**config.mk**
```make
export PLATFORM = sky130hd
export DESIGN_NAME = sram_sp_ctrl
export DESIGN_NICKNAME = d
export VERILOG_FILES = /design/src/rtl/sram_sp_ctrl.sv
export SDC_FILE = /design/constraint.sdc
export NUM_CORES = 1
export LEC_CHECK = 0
export BUFFER_PORTS_ARGS = -buffer_cell sky130_fd_sc_hd__buf_2
export CAP_MARGIN = 20
export CORE_AREA = 2 2 39 41
export CTS_CLUSTER_DIAMETER = 30
export CTS_CLUSTER_SIZE = 30
export DETAILED_ROUTE_END_ITERATION = 8
export DIE_AREA = 0 0 41 43
export MAX_ROUTING_LAYER = met4
export PLACE_DENSITY = 0.65
export SKIP_CTS_REPAIR_TIMING = 1
export SYNTH_ARGS = -nofsm -noshare
export SYNTH_HDL_FRONTEND = slang
export SYNTH_SLANG_ARGS = --single-unit
```
**constraint.sdc**
```tcl
create_clock -name clk -period 2.6 [get_ports clk]
set_input_delay 0.13 -clock clk [delete_from_list [all_inputs] [get_ports clk]]
set_output_delay 0.13 -clock clk [all_outputs]
set_load 0.02 [all_outputs]
```
**src/rtl/sram_sp_ctrl.sv**
```systemverilog
// sram_sp_ctrl: round-robin write/read arbiter in front of a single-port SRAM.
// Define SRAM_CLEAR_EN to zero-fill the whole array after reset.
module sram_sp_ctrl #(
  parameter int depth = 8,
  parameter int width = 4
) (
  input  logic                     clk,
  input  logic                     rst_n,
  input  logic                     wr_valid,
  output logic                     wr_ready,
  input  logic [$clog2(depth)-1:0] wr_add,
  input  logic [width-1:0]         wr_data,
  input  logic                     rq_valid,
  output logic                     rq_ready,
  input  logic [$clog2(depth)-1:0] rq_add,
  output logic                     rd_valid,
  input  logic                     rd_ready,
  output logic [width-1:0]         rd_data,
  output logic                     busy,
  output logic [$clog2(depth)-1:0] mem_add,
  output logic [width-1:0]         mem_data_in,
  output logic                     mem_we,
  output logic                     mem_re,
  input  logic [width-1:0]         mem_data_out
);

  localparam int AW = $clog2(depth);

  logic slot_free;
  logic w_el;
  logic r_el;
  logic gnt_w;
  logic gnt_r;
  logic prio_w;

`ifdef SRAM_CLEAR_EN
  typedef enum logic {CLEAR, IDLE} state_t;

  state_t        state;
  state_t        state_n;
  logic [AW-1:0] clr_add;
  logic [AW-1:0] clr_add_n;

  always_ff @(posedge clk or negedge rst_n) begin
    if (!rst_n) begin
      state   <= CLEAR;
      clr_add <= '0;
    end else begin
      state   <= state_n;
      clr_add <= clr_add_n;
    end
  end

  // Stop on the last real word so odd depths never wrap.
  always_comb begin
    state_n   = state;
    clr_add_n = clr_add;
    unique case (state)
      CLEAR: begin
        if (clr_add == AW'(depth - 1))
          state_n = IDLE;
        else
          clr_add_n = clr_add + AW'(1);
      end
      default: ;
    endcase
  end

  assign busy = (state == CLEAR);
`else
  assign busy = 1'b0;
`endif

  // Gating with rst_n keeps every grant and strobe quiet while in reset.
  assign slot_free = !rd_valid || rd_ready;
  assign w_el  = rst_n && !busy && wr_valid;
  assign r_el  = rst_n && !busy && rq_valid && slot_free;
  assign gnt_w = w_el && (!r_el || prio_w);
  assign gnt_r = r_el && (!w_el || !prio_w);

  assign wr_ready = gnt_w;
  assign rq_ready = gnt_r;

  always_comb begin
    mem_we      = 1'b0;
    mem_re      = 1'b0;
    mem_add     = '0;
    mem_data_in = '0;
    unique case (1'b1)
`ifdef SRAM_CLEAR_EN
      (busy && rst_n): begin
        mem_we  = 1'b1;
        mem_add = clr_add;
      end
`endif
      gnt_w: begin
        mem_we      = 1'b1;
        mem_add     = wr_add;
        mem_data_in = wr_data;
      end
      gnt_r: begin
        mem_re  = 1'b1;
        mem_add = rq_add;
      end
      default: ;
    endcase
  end

  always_ff @(posedge clk or negedge rst_n) begin
    if (!rst_n) begin
      prio_w   <= 1'b1;
      rd_valid <= 1'b0;
      rd_data  <= '0;
    end else begin
      if (gnt_w)
        prio_w <= 1'b0;
      else if (gnt_r)
        prio_w <= 1'b1;
      if (gnt_r) begin
        rd_valid <= 1'b1;
        rd_data  <= mem_data_out;
      end else if (rd_ready) begin
        rd_valid <= 1'b0;
      end
    end
  end

endmodule

```
* Word level (Yosys, flattened, before mapping) *
Index checks and enable logic that the tools add are counted.
Widths: inputs -> output; s select.

storage, ports and cells
  register bits = 6
  bits of input ports = 19

cells by class
  mux-type cells = 8
  reduce and logical (&&, ||, !) cells = 14

operators by type and width
  operator           number
  $mux 1             6
  $pmux 3 s2         1
  $logic_and 1x1->1  5
  $logic_not 1->1    4
  $mux 4             1
  $reduce_bool 2->1  2
  $logic_or 1x1->1   3

* Depth between registers and ports, before layout *
Gate-level depths: netlist of run 1.

  depth after elaboration = 7
  mapped depth = 4

* Least setup slack after synthesis of run 1 *
OpenSTA, ideal clock, no wires.

  path type = register -> output
  from = register rd_valid
  to = output port mem_data_in[0]
  data arrival time = 1199 ps
  required time = 2470 ps
  slack = 1271 ps
  stages on the path, launching flop included = 4
  cells stage by stage = dfrtp_1 nand2b_4 a31oi_4 and2_1

between the ends
  cells in the longest elaborated chain, start to end = 7

RTL lines
  what                    line  RTL
  from (decl)             16    output logic rd_valid,
  from (signal assigned)  112   rd_valid <= 1'b0;
  from (signal assigned)  120   rd_valid <= 1'b1;
  from (signal assigned)  123   rd_valid <= 1'b0;
  $logic_not 1->1         75    assign slot_free = !rd_valid || rd_ready;
  $logic_or 1x1->1        75
  $logic_and 1x1->1       77    assign r_el = rst_n && !busy && rq_valid && slot_free;
  $logic_not 1->1         78    assign gnt_w = w_el && (!r_el || prio_w);
  $logic_or 1x1->1        78
  $logic_and 1x1->1       78
  $mux 4                  89    unique case (1'b1)
  to (decl)               21    output logic [width-1:0] mem_data_in,

Every way passes these cells.

* Final worst setup path of run 1 *
  from = input port rst_n
  to = output port mem_add[1]

between the ends
  cells in the longest elaborated chain, start to end = 6

RTL lines
  what                            line  RTL
  from (decl)                     8     input logic rst_n,
  $logic_and 1x1->1 (2 in a row)  77
  $logic_not 1->1                 78
  $logic_or 1x1->1                78
  $logic_and 1x1->1               78
  $pmux 3 s2 (*)                  89
  to (decl)                       20    output logic [$clog2(depth)-1:0] mem_add,

Mark *: on every way between the ends. The rest lies on a longest branch, timed or not.

==> results of run 1 <==
## critical path: cells and delay by family
kind            cells  cell delay, ns
simple gates        1            0.14
buf+inv             3            0.89
compound gates      2            0.41
## where the power goes
| group | switching (mW) | internal, mW |
|---|---|---|
| Sequential | 0.0115 | 0.116 |
| Clock | 0.0350 | 0.0582 |
| Combinational | 0.0764 | 0.0634 |
| Total | 0.123 | 0.238 |
## cell usage after synthesis
library cell  instances  area (um2)
buf_4                 3        22.5
a22o_2                3        30.0
nand2_1               5        18.8
conb_1                1        3.75
inv_1                 1        3.75
nand4_4               1        21.3
dfrtp_1               5         125
mux2_4                4        60.1
and2_1                4        25.0
inv_6                 1        8.76
nand2b_4              1        13.8
dfstp_2               1        26.3
a31oi_4               1        21.3
## final cells by class
class,count,area (um2)
inverters,2,12.5
flip-flops and latches,6,151
well taps,16,20.0
fillers,132,800
repair buffers,35,180
clock buffers,4,26.3
multi-input cells,20,194
## registers in the layout, indices dropped and copies added (netlist names)
name / flops
prio_w: 1
rd_data: 4
rd_valid: 1
## metal layers
layer | up-vias | GRT usage | routed length [um]
met4 | 0 | 0.0600 | 0
met3 | 0 | 0.0314 | 124
li1 | 174 | - | -
met1 | 162 | 0.128 | 309
met5 | - | - | 0
met2 | 26 | 0.144 | 403
## cells in the final DEF (no fill, tap or decap)
cell type and instances:
buf_2 34, nand2_1 5, conb_1 1, nand2b_4 1, dlygate4sd3_1 1, mux2_4 4
a31oi_4 1, dfrtp_1 5, clkbuf_1 1, dfstp_2 1, inv_6 1, clkbuf_4 3
a22o_2 3, nand4_4 1, inv_1 1, and2_1 4
## worst paths after layout
| kind | startpoint | endpoint | slack, ns | cells after the start |
|---|---|---|---|---|
| max | rst_n | mem_add[1] | 0.89 | 6 |
| min | mem_data_out[2] | rd_data[2] | 0.12 | 2 |
| max reg2reg | prio_w | rd_data[3] | 1.37 | 4 |
| min reg2reg | prio_w | prio_w | 0.47 | 2 |
| max in group asynchronous | rst_n | prio_w | 2.08 | 2 |
| min in group asynchronous | rst_n | rd_data[3] | 0.27 | 2 |
## kinds of logic after synthesis
kind of cell           count (synthesis)  share of synthesized area
buffers and inverters                  5                     0.0921
other                                  1                    0.00986
multiplexers                           4                      0.158
AO/OA/AOI/OAI                          4                      0.135
AND/OR/NAND/NOR                       11                      0.207
flip-flops                             6                      0.398
## per-stage QoR
| step | hold WS, ns | utilization | std cells | setup WS [ns] |
|---|---|---|---|---|
| 2_1_floorplan | -0.166 | - | 31 | 1.27 |
| 3_3_place_gp | -0.0150 | 0.396 | 78 | 1.29 |
| 3_5_place_dp | -0.0109 | 0.396 | 78 | 1.27 |
| 4_1_cts | -0.276 | 0.415 | 82 | 0.999 |
| 5_1_grt | 0.117 | 0.422 | 83 | 0.766 |
| 6_report | 0.116 | 0.422 | 83 | 0.894 |
==> run_results.csv, run 1 <==
group,metric,value,unit
outcome,status,"finished, final reports clean",
timing,max_freq,0.586,GHz
timing,setup_violations,0,
layout,nNetsFinal,87,
clocking,clockBufferDepth,2,
min_path,hold_path.class,"in2reg",
clocking,cts_sinks,6,
layout,diodes,0,
clocking,tritoncts.num_buffers,3,
worst_setup_path,critPathMaxStageDelay,0.52,ns
worst_setup_path,crit_required,2.47,ns
worst_setup_path,cp-end-kind,"primary output",
synth,avgSynthCellArea,12.3,um2
floorplan,start_util,0.275,
worst_setup_path,cp_cell_sequence,"dlygate4sd3_1, buf_2, nand2_1, a31oi_4, a22o_2, buf_2",
global_route,grt_overflow_total,0,
floorplan,coreArea,0.00138,mm2
placement,hpwl,712,um
clocking,cts.reportedPaths.clkPinSlew,0.05,ns
detailed_routing,drcViolationCount,0,
detailed_routing,wl_per_cell,10.1,um
timing,finalMaxSlewViolations,0,
timing,skew,0.00255,ns
clocking,cts-htree-levels,1,
worst_setup_path,critPathLaunchType,"input pin",
global_route,antenna_found_initial,0,
timing,period_minus_slack,1.71,ns
detailed_routing,detail-route-antenna-nets,0,
placement,routabilityCongestion,0.607,
power_and_ir_drop,vdd_drop_max,222,uV
floorplan,fp.dieH,43,um
clocking,cts-root-buf,"clkbuf_4",
worst_setup_path,path_max_fanout,9,
power_and_ir_drop,p_leak,0.334,nW
synth,synth_seq_cells,6,
power_and_ir_drop,power,0.361,mW
floorplan,rows,14,
placement,port_buffers,34,
layout,drive_above_1_share,0.731,
clocking,cts_tree,"done",
synth,syn_area,380,um2
detailed_routing,detail_route.vias_per_cell,4.36,
layout,area_delta_synth_final,53.6,%
timing,rsz0062_at_grt,"false",
global_route,grt_pass1_vias,314,
placement,placed_cell_area,548,um2
layout,final_area,584,um2
detailed_routing,dr.pass1.iters,2,
global_route,grtUsageTotal,0.104,
worst_setup_path,cp_slowest_cell,"dlygate4sd3_1",
clocking,clock_latency,0.24,ns
synth,synth_cell_types,13,
timing,fin_crit_sh,0.656,
floorplan,ios,36,
synth,yosysWarnings,0,
detailed_routing,finalWirelength,837,um
timing,hold_violations,0,
worst_setup_path,cpMostUsedCell,"buf_2",
global_route,grt_max_degree,10,
worst_setup_path,worstPathArrival,1.58,ns
power_and_ir_drop,p_per_area,617,mW/mm2
floorplan,dieArea,0.00176,mm2
synth,yosysSeqAreaShare,0.398,
synth,synth_nets,50,
timing,fin_tns_setup,0,ns
detailed_routing,drt_iter0_markers,3,
job,drv_cap,0,
detailed_routing,vias,362,
global_route,grt_pass1_wl,1.17,mm
synth,netlist_instances,31,
worst_setup_path,crit_type,"in2out",
floorplan,die_x,41,um
Note: power is estimated with default switching activity, not from simulation.
==> inputs of run 2 (changes only) <==
--- a/config.mk
+++ b/config.mk
@@ -5,6 +5,7 @@
 export SDC_FILE = /design/constraint.sdc
 export NUM_CORES = 1
 export LEC_CHECK = 0
+export ABC_AREA = 1
 export BUFFER_PORTS_ARGS = -buffer_cell sky130_fd_sc_hd__buf_2
 export CAP_MARGIN = 20
 export CORE_AREA = 2 2 39 41
@@ -13,7 +14,7 @@
 export DETAILED_ROUTE_END_ITERATION = 8
 export DIE_AREA = 0 0 41 43
 export MAX_ROUTING_LAYER = met4
-export PLACE_DENSITY = 0.65
+export PLACE_DENSITY = 0.66
 export SKIP_CTS_REPAIR_TIMING = 1
 export SYNTH_ARGS = -nofsm -noshare
 export SYNTH_HDL_FRONTEND = slang
==> constraint.sdc (replaced) <==
create_clock -name clk -period 1.7 [get_ports clk]
set_input_delay 0.085 -clock clk [delete_from_list [all_inputs] [get_ports clk]]
set_output_delay 0.085 -clock clk [all_outputs]
set_load 0.02 [all_outputs]
==> run 2 against run 1 <==
  * Sequential share of layout area decreased by 0.60 points
  * Clock power is 55% higher
  * Setup slack worse by 0.75 ns
  * Hold slack worse by 0.083 ns
  * Critical endpoint is now mem_add[0]
==> run_results.csv, run 2 <==
group,metric,value,unit
clocking,tritoncts.num_buffers,3,
floorplan,rows,14,
synth,synthDominantCellAreaShare,0.317,
timing,rsz0062_at_grt,"false",
placement,hpwl,792,um
synth,synth_top_family_by_area,"simple AND/OR/NAND/NOR gates",
timing,finalMaxSlewViolations,0,
global_route,grtUsageTotal,0.138,
layout,area_delta_synth_final,51.7,%
synth,yosysSeqAreaShare,0.384,
worst_setup_path,crit_end,"mem_add[0]",
synth,synth_async_sr_flop_share,1.00,
worst_setup_path,reg2reg_to,"rd_data[1]",
synth,synth-compound-area-share,0.0127,
detailed_routing,dr.pass1.iters,5,
synth,synth-adder-area-share,0,
worst_setup_path,rr_startpoint,"prio_w",
floorplan,start_util,0.285,
global_route,grt_max_degree,10,
job,drv_cap,0,
placement,place_ws,0.559,ns
layout,drive_above_1_share,0.489,
clocking,clock_latency,0.25,ns
floorplan,coreArea,0.00138,mm2
worst_setup_path,cp-end-kind,"primary output",
layout,final_util,0.432,
floorplan,ios,36,
timing,fin_ws,0.148,ns
clocking,cts-root-buf,"clkbuf_4",
layout,final_area,598,um2
layout,largest_reg_flops,4,
layout,layout_commonest_cell,"buf_2",
detailed_routing,detail-route-antenna-nets,0,
detailed_routing,detail_route.vias_per_cell,4.14,
global_route,grt_pass1_wl,1.57,mm
floorplan,fp.dieH,43,um
timing,hold_violations,0,
detailed_routing,drcViolationCount,0,
synth,synth_nets,75,
detailed_routing,drt_iter0_markers,4,
clocking,cts_tree,"done",
synth,syn_area,394,um2
worst_setup_path,critPathLaunch,"rst_n",
worst_setup_path,crit_required,1.62,ns
power_and_ir_drop,power,0.522,mW
layout,layout_common_cells,"buf_2 (34), nand2_1 (21), inv_1 (8)",
synth,synth-xor-area-share,0,
synth,synth_most_common_cell,"nand2_1",
global_route,antenna_found_initial,0,
worst_setup_path,worstPathArrival,1.47,ns
timing,max_freq,0.644,GHz
detailed_routing,vias,447,
min_path,hold_path.class,"in2reg",
worst_setup_path,reg2reg_depth,4,
worst_setup_path,critPathLaunchType,"input pin",
synth,ys.flop_type,"dfrtp_1",
global_route,grt_pass1_vias,399,
placement,placed_cell_area,562,um2
global_route,grt_overflow_total,0,
synth,yosys.area_share.simple,0.438,
clocking,cts.reportedPaths.clkPinSlew,0.04,ns
synth,avgSynthCellArea,7.04,um2
clocking,cts-htree-levels,1,
synth,netlist_instances,56,
power_and_ir_drop,p_leak,0.405,nW
synth,synthMuxAreaShare,0,
timing,setup_violations,0,
clocking,cts_sinks,6,
layout,nNetsFinal,112,
synth,synthTopCellsByArea,"dfrtp_1 (32%), nand2_1 (20%), inv_1 (7.6%)",
outcome,status,"finished, final reports clean",
synth,synth_cell_types,15,
power_and_ir_drop,p_per_area,872,mW/mm2
detailed_routing,finalWirelength,958,um
placement,port_buffers,34,
worst_setup_path,r2r_slack,0.67,ns
timing,whs,0.0331,ns
layout,largestRegisters,"rd_data (4), prio_w (1), rd_valid (1)",
floorplan,dieArea,0.00176,mm2
timing,skew,0.00678,ns
power_and_ir_drop,vdd_drop_max,408,uV
detailed_routing,wl_per_cell,8.87,um
synth,yosysWarnings,0,
layout,layout.cells.non_filler,108,
worst_setup_path,crit_type,"in2out",
timing,period_minus_slack,1.55,ns
synth,synth_edf_count,0,
placement,routabilityCongestion,0.702,
clocking,clockBufferDepth,2,
synth,synth_largest_area_cell,"dfrtp_1",
floorplan,die_x,41,um
synth,synth_seq_cells,6,
worst_setup_path,path_max_fanout,9,
layout,diodes,0,
timing,fin_crit_sh,0.913,
placement,dp_cells,103,
timing,fin_tns_setup,0,ns
synth,synthTopCellsByCount,"nand2_1 (21), inv_1 (8), dfrtp_1 (5), nand3_1 (5), nor2_1 (4)",
layout,largest_register,"rd_data",
==> run 2: report_power, final <==
part	internal, mW	switching, mW
sequential	0.175	0.0151
combinational	0.0664	0.120
clock	0.0892	0.0555
total	0.331	0.191
==> run 2: final cells by class <==
cell class              instances  area (um2)
flip-flops and latches          6         151
well taps                      16        20.0
repair buffers                 35         180
multi-input cells              37         181
fillers                       155         786
inverters                      10        38.8
clock buffers                   4        26.3
==> run 2: cells by family (layout without fill, tap and decap cells) <==
| kind of cell | Yosys count | in the layout |
|---|---|---|
| AOI/OAI and AO/OA | 1 | 1 |
| other | 1 | 1 |
| buffers and inverters | 13 | 49 |
| DFF | 6 | 6 |
| and+or+nand+nor | 35 | 35 |
==> run 2: worst max-delay path, stage by stage <==
cell           delay (ns)
dlygate4sd3_1        0.52
buf_2                0.20
nand2_1              0.09
clkinv_2             0.09
nand2_4              0.07
nor2_8               0.14
nand2_1              0.07
nand2_1              0.06
buf_2                0.15
==> run 2: layer usage <==
metal,vias to the layer above,GRT usage,routed length [um]
met2,30,0.197,457
met4,0,0.100,21
met5,-,-,0
li1,231,-,-
met3,2,0.0314,117
met1,184,0.161,362
==> run 2: worst min-delay path by stage <==
stage | end | slack [ns] | depth (start not counted) | from
2_1_floorplan | rd_data[0] | -0.21 | 0 | rst_n
3_3_place_gp | rd_data[2] | -0.07 | 1 | rst_n
3_5_place_dp | rd_data[2] | -0.07 | 1 | rst_n
4_1_cts | rd_valid | -0.34 | 1 | rst_n
5_1_grt | rd_data[1] | 0.04 | 3 | mem_data_out[1]
6_report | rd_data[3] | 0.03 | 3 | mem_data_out[3]
==> inputs of run 3 (changes only) <==
==> constraint.sdc (replaced) <==
create_clock -name clk -period 1.7 [get_ports clk]
set_input_delay 0.085 -clock clk [delete_from_list [all_inputs] [get_ports clk]]
set_output_delay 0.085 -clock clk [all_outputs]
set_load 0.1 [all_outputs]
==> run 3 against run 2 <==
  * Maximum frequency is 4.2% lower
  * Hold slack got worse by 0.0043 ns
  * Cell area is 24% higher
  * Utilization is 10 points higher
  * Die area did not move
  * Sequential share of layout area decreased by 4.3 points
  * Combinational power grew to 2.6 times the previous value
==> run_results.csv, run 3 (same netlist as run 2, synthesis figures left out) <==
group,metric,value,unit
worst_setup_path,r2r_slack,0.66,ns
timing,hold_violations,0,
clocking,cts-root-buf,"clkbuf_4",
layout,largestRegisters,"rd_data (4), prio_w (1), rd_valid (1)",
placement,port_buffers,34,
layout,final_util,0.534,
worst_setup_path,cp_cell_sequence,"nand2_4, nand2_4, nor2_8, buf_2",
worst_setup_path,worstPathArrival,1.53,ns
worst_setup_path,critPathLaunchType,"register",
global_route,grt_overflow_total,0,
layout,layout.cells.non_filler,108,
min_path,hold_path.class,"in2reg",
layout,layout_common_cells,"buf_2 (29), nand2_1 (15), inv_1 (7)",
timing,finalMaxSlewViolations,0,
detailed_routing,vias,441,
worst_setup_path,path_max_fanout,9,
global_route,grtUsageTotal,0.132,
global_route,antenna_found_initial,0,
placement,routabilityCongestion,0.655,
floorplan,rows,14,
placement,hpwl,770,um
detailed_routing,detail_route.vias_per_cell,4.08,
power_and_ir_drop,power,0.816,mW
layout,final_area,739,um2
layout,nNetsFinal,112,
floorplan,ios,36,
worst_setup_path,cpMostUsedCell,"nand2_4",
power_and_ir_drop,vdd_drop_max,649,uV
global_route,grt_max_degree,10,
timing,skew,0.00536,ns
worst_setup_path,crit_required,1.62,ns
clocking,clock_latency,0.25,ns
clocking,cts_sinks,6,
layout,area_delta_synth_final,87.6,%
worst_setup_path,cp_slowest_cell,"dfrtp_4",
clocking,cts-htree-levels,1,
detailed_routing,detail-route-antenna-nets,0,
global_route,grt_pass1_wl,1.56,mm
clocking,cts_tree,"done",
layout,largest_register,"rd_data",
power_and_ir_drop,p_leak,0.421,nW
floorplan,dieArea,0.00176,mm2
layout,layout_commonest_cell,"buf_2",
detailed_routing,finalWirelength,911,um
layout,largest_reg_flops,4,
clocking,clockBufferDepth,2,
detailed_routing,drt_iter0_markers,2,
worst_setup_path,cp-end-kind,"primary output",
clocking,tritoncts.num_buffers,3,
layout,drive_above_1_share,0.620,
timing,setup_violations,0,
placement,dp_cells,103,
power_and_ir_drop,p_per_area,1100,mW/mm2
layout,diodes,0,
timing,period_minus_slack,1.62,ns
floorplan,die_x,41,um
job,drv_cap,0,
floorplan,coreArea,0.00138,mm2
placement,placed_cell_area,698,um2
detailed_routing,drcViolationCount,0,
global_route,grt_pass1_vias,410,
floorplan,fp.dieH,43,um
clocking,cts.reportedPaths.clkPinSlew,0.05,ns
floorplan,start_util,0.285,
worst_setup_path,crit_type,"reg2out",
timing,rsz0062_at_grt,"false",
detailed_routing,dr.pass1.iters,2,
detailed_routing,wl_per_cell,8.44,um
timing,fin_crit_sh,0.952,
worst_setup_path,critPathMaxStageDelay,0.48,ns
outcome,status,"finished, final reports clean",
timing,max_freq,0.618,GHz
run 3: path summary, 6_finish.rpt:
kind                                 start         end  cells past startpoint
min in group asynchronous            rst_n  rd_data[1]                      2
hold reg to reg                 rd_data[2]  rd_data[2]                      2
max in group asynchronous            rst_n      prio_w                      2
setup reg to reg                  rd_valid  rd_data[0]                      4
hold / removal             mem_data_out[2]  rd_data[2]                      3
setup / recovery                  rd_valid      mem_re                      4
run 3: routing by layer:
layer / share of wire / wire (um) / GRT usage
met3: 0.11 / 98 / 0.0157
met5: 0 / 0 / -
met1: 0.40 / 367 / 0.171
met2: 0.47 / 430 / 0.188
met4: 0.015 / 14 / 0.0800
run 3: area by class of cell:
class	count	area, um2
tap	16	20.0
multi-input combinational	37	265
fill	137	644
sequential	6	155
inverter	10	42.5
clock buffer	4	26.3
timing repair buffer	35	230
run 3: report_power, final:
group          internal [mW]  leakage, nW  switching [mW]  total (mW)
sequential             0.177       0.0715          0.0145       0.191
combinational         0.0954        0.335           0.381       0.477
clock                 0.0893       0.0150          0.0583       0.148
run 3: worst max-delay path: cells and delay by family (launching register included):
| kind | cells | cell delay [ns] |
|---|---|---|
| buf+inv | 1 | 0.45 |
| flops | 1 | 0.48 |
| simple gates | 3 | 0.35 |
run 3: stage by stage:
step	TNS (ns)	hold WS [ns]	worst slack, ns
CTS	0	-0.334	0.0513
detailed placement	0	-0.0636	0.330
finish	0	0.0288	0.0808
global placement	0	-0.0686	0.335
floorplan	-0.495	-0.211	-0.142
global route	0	0.0430	0.00400
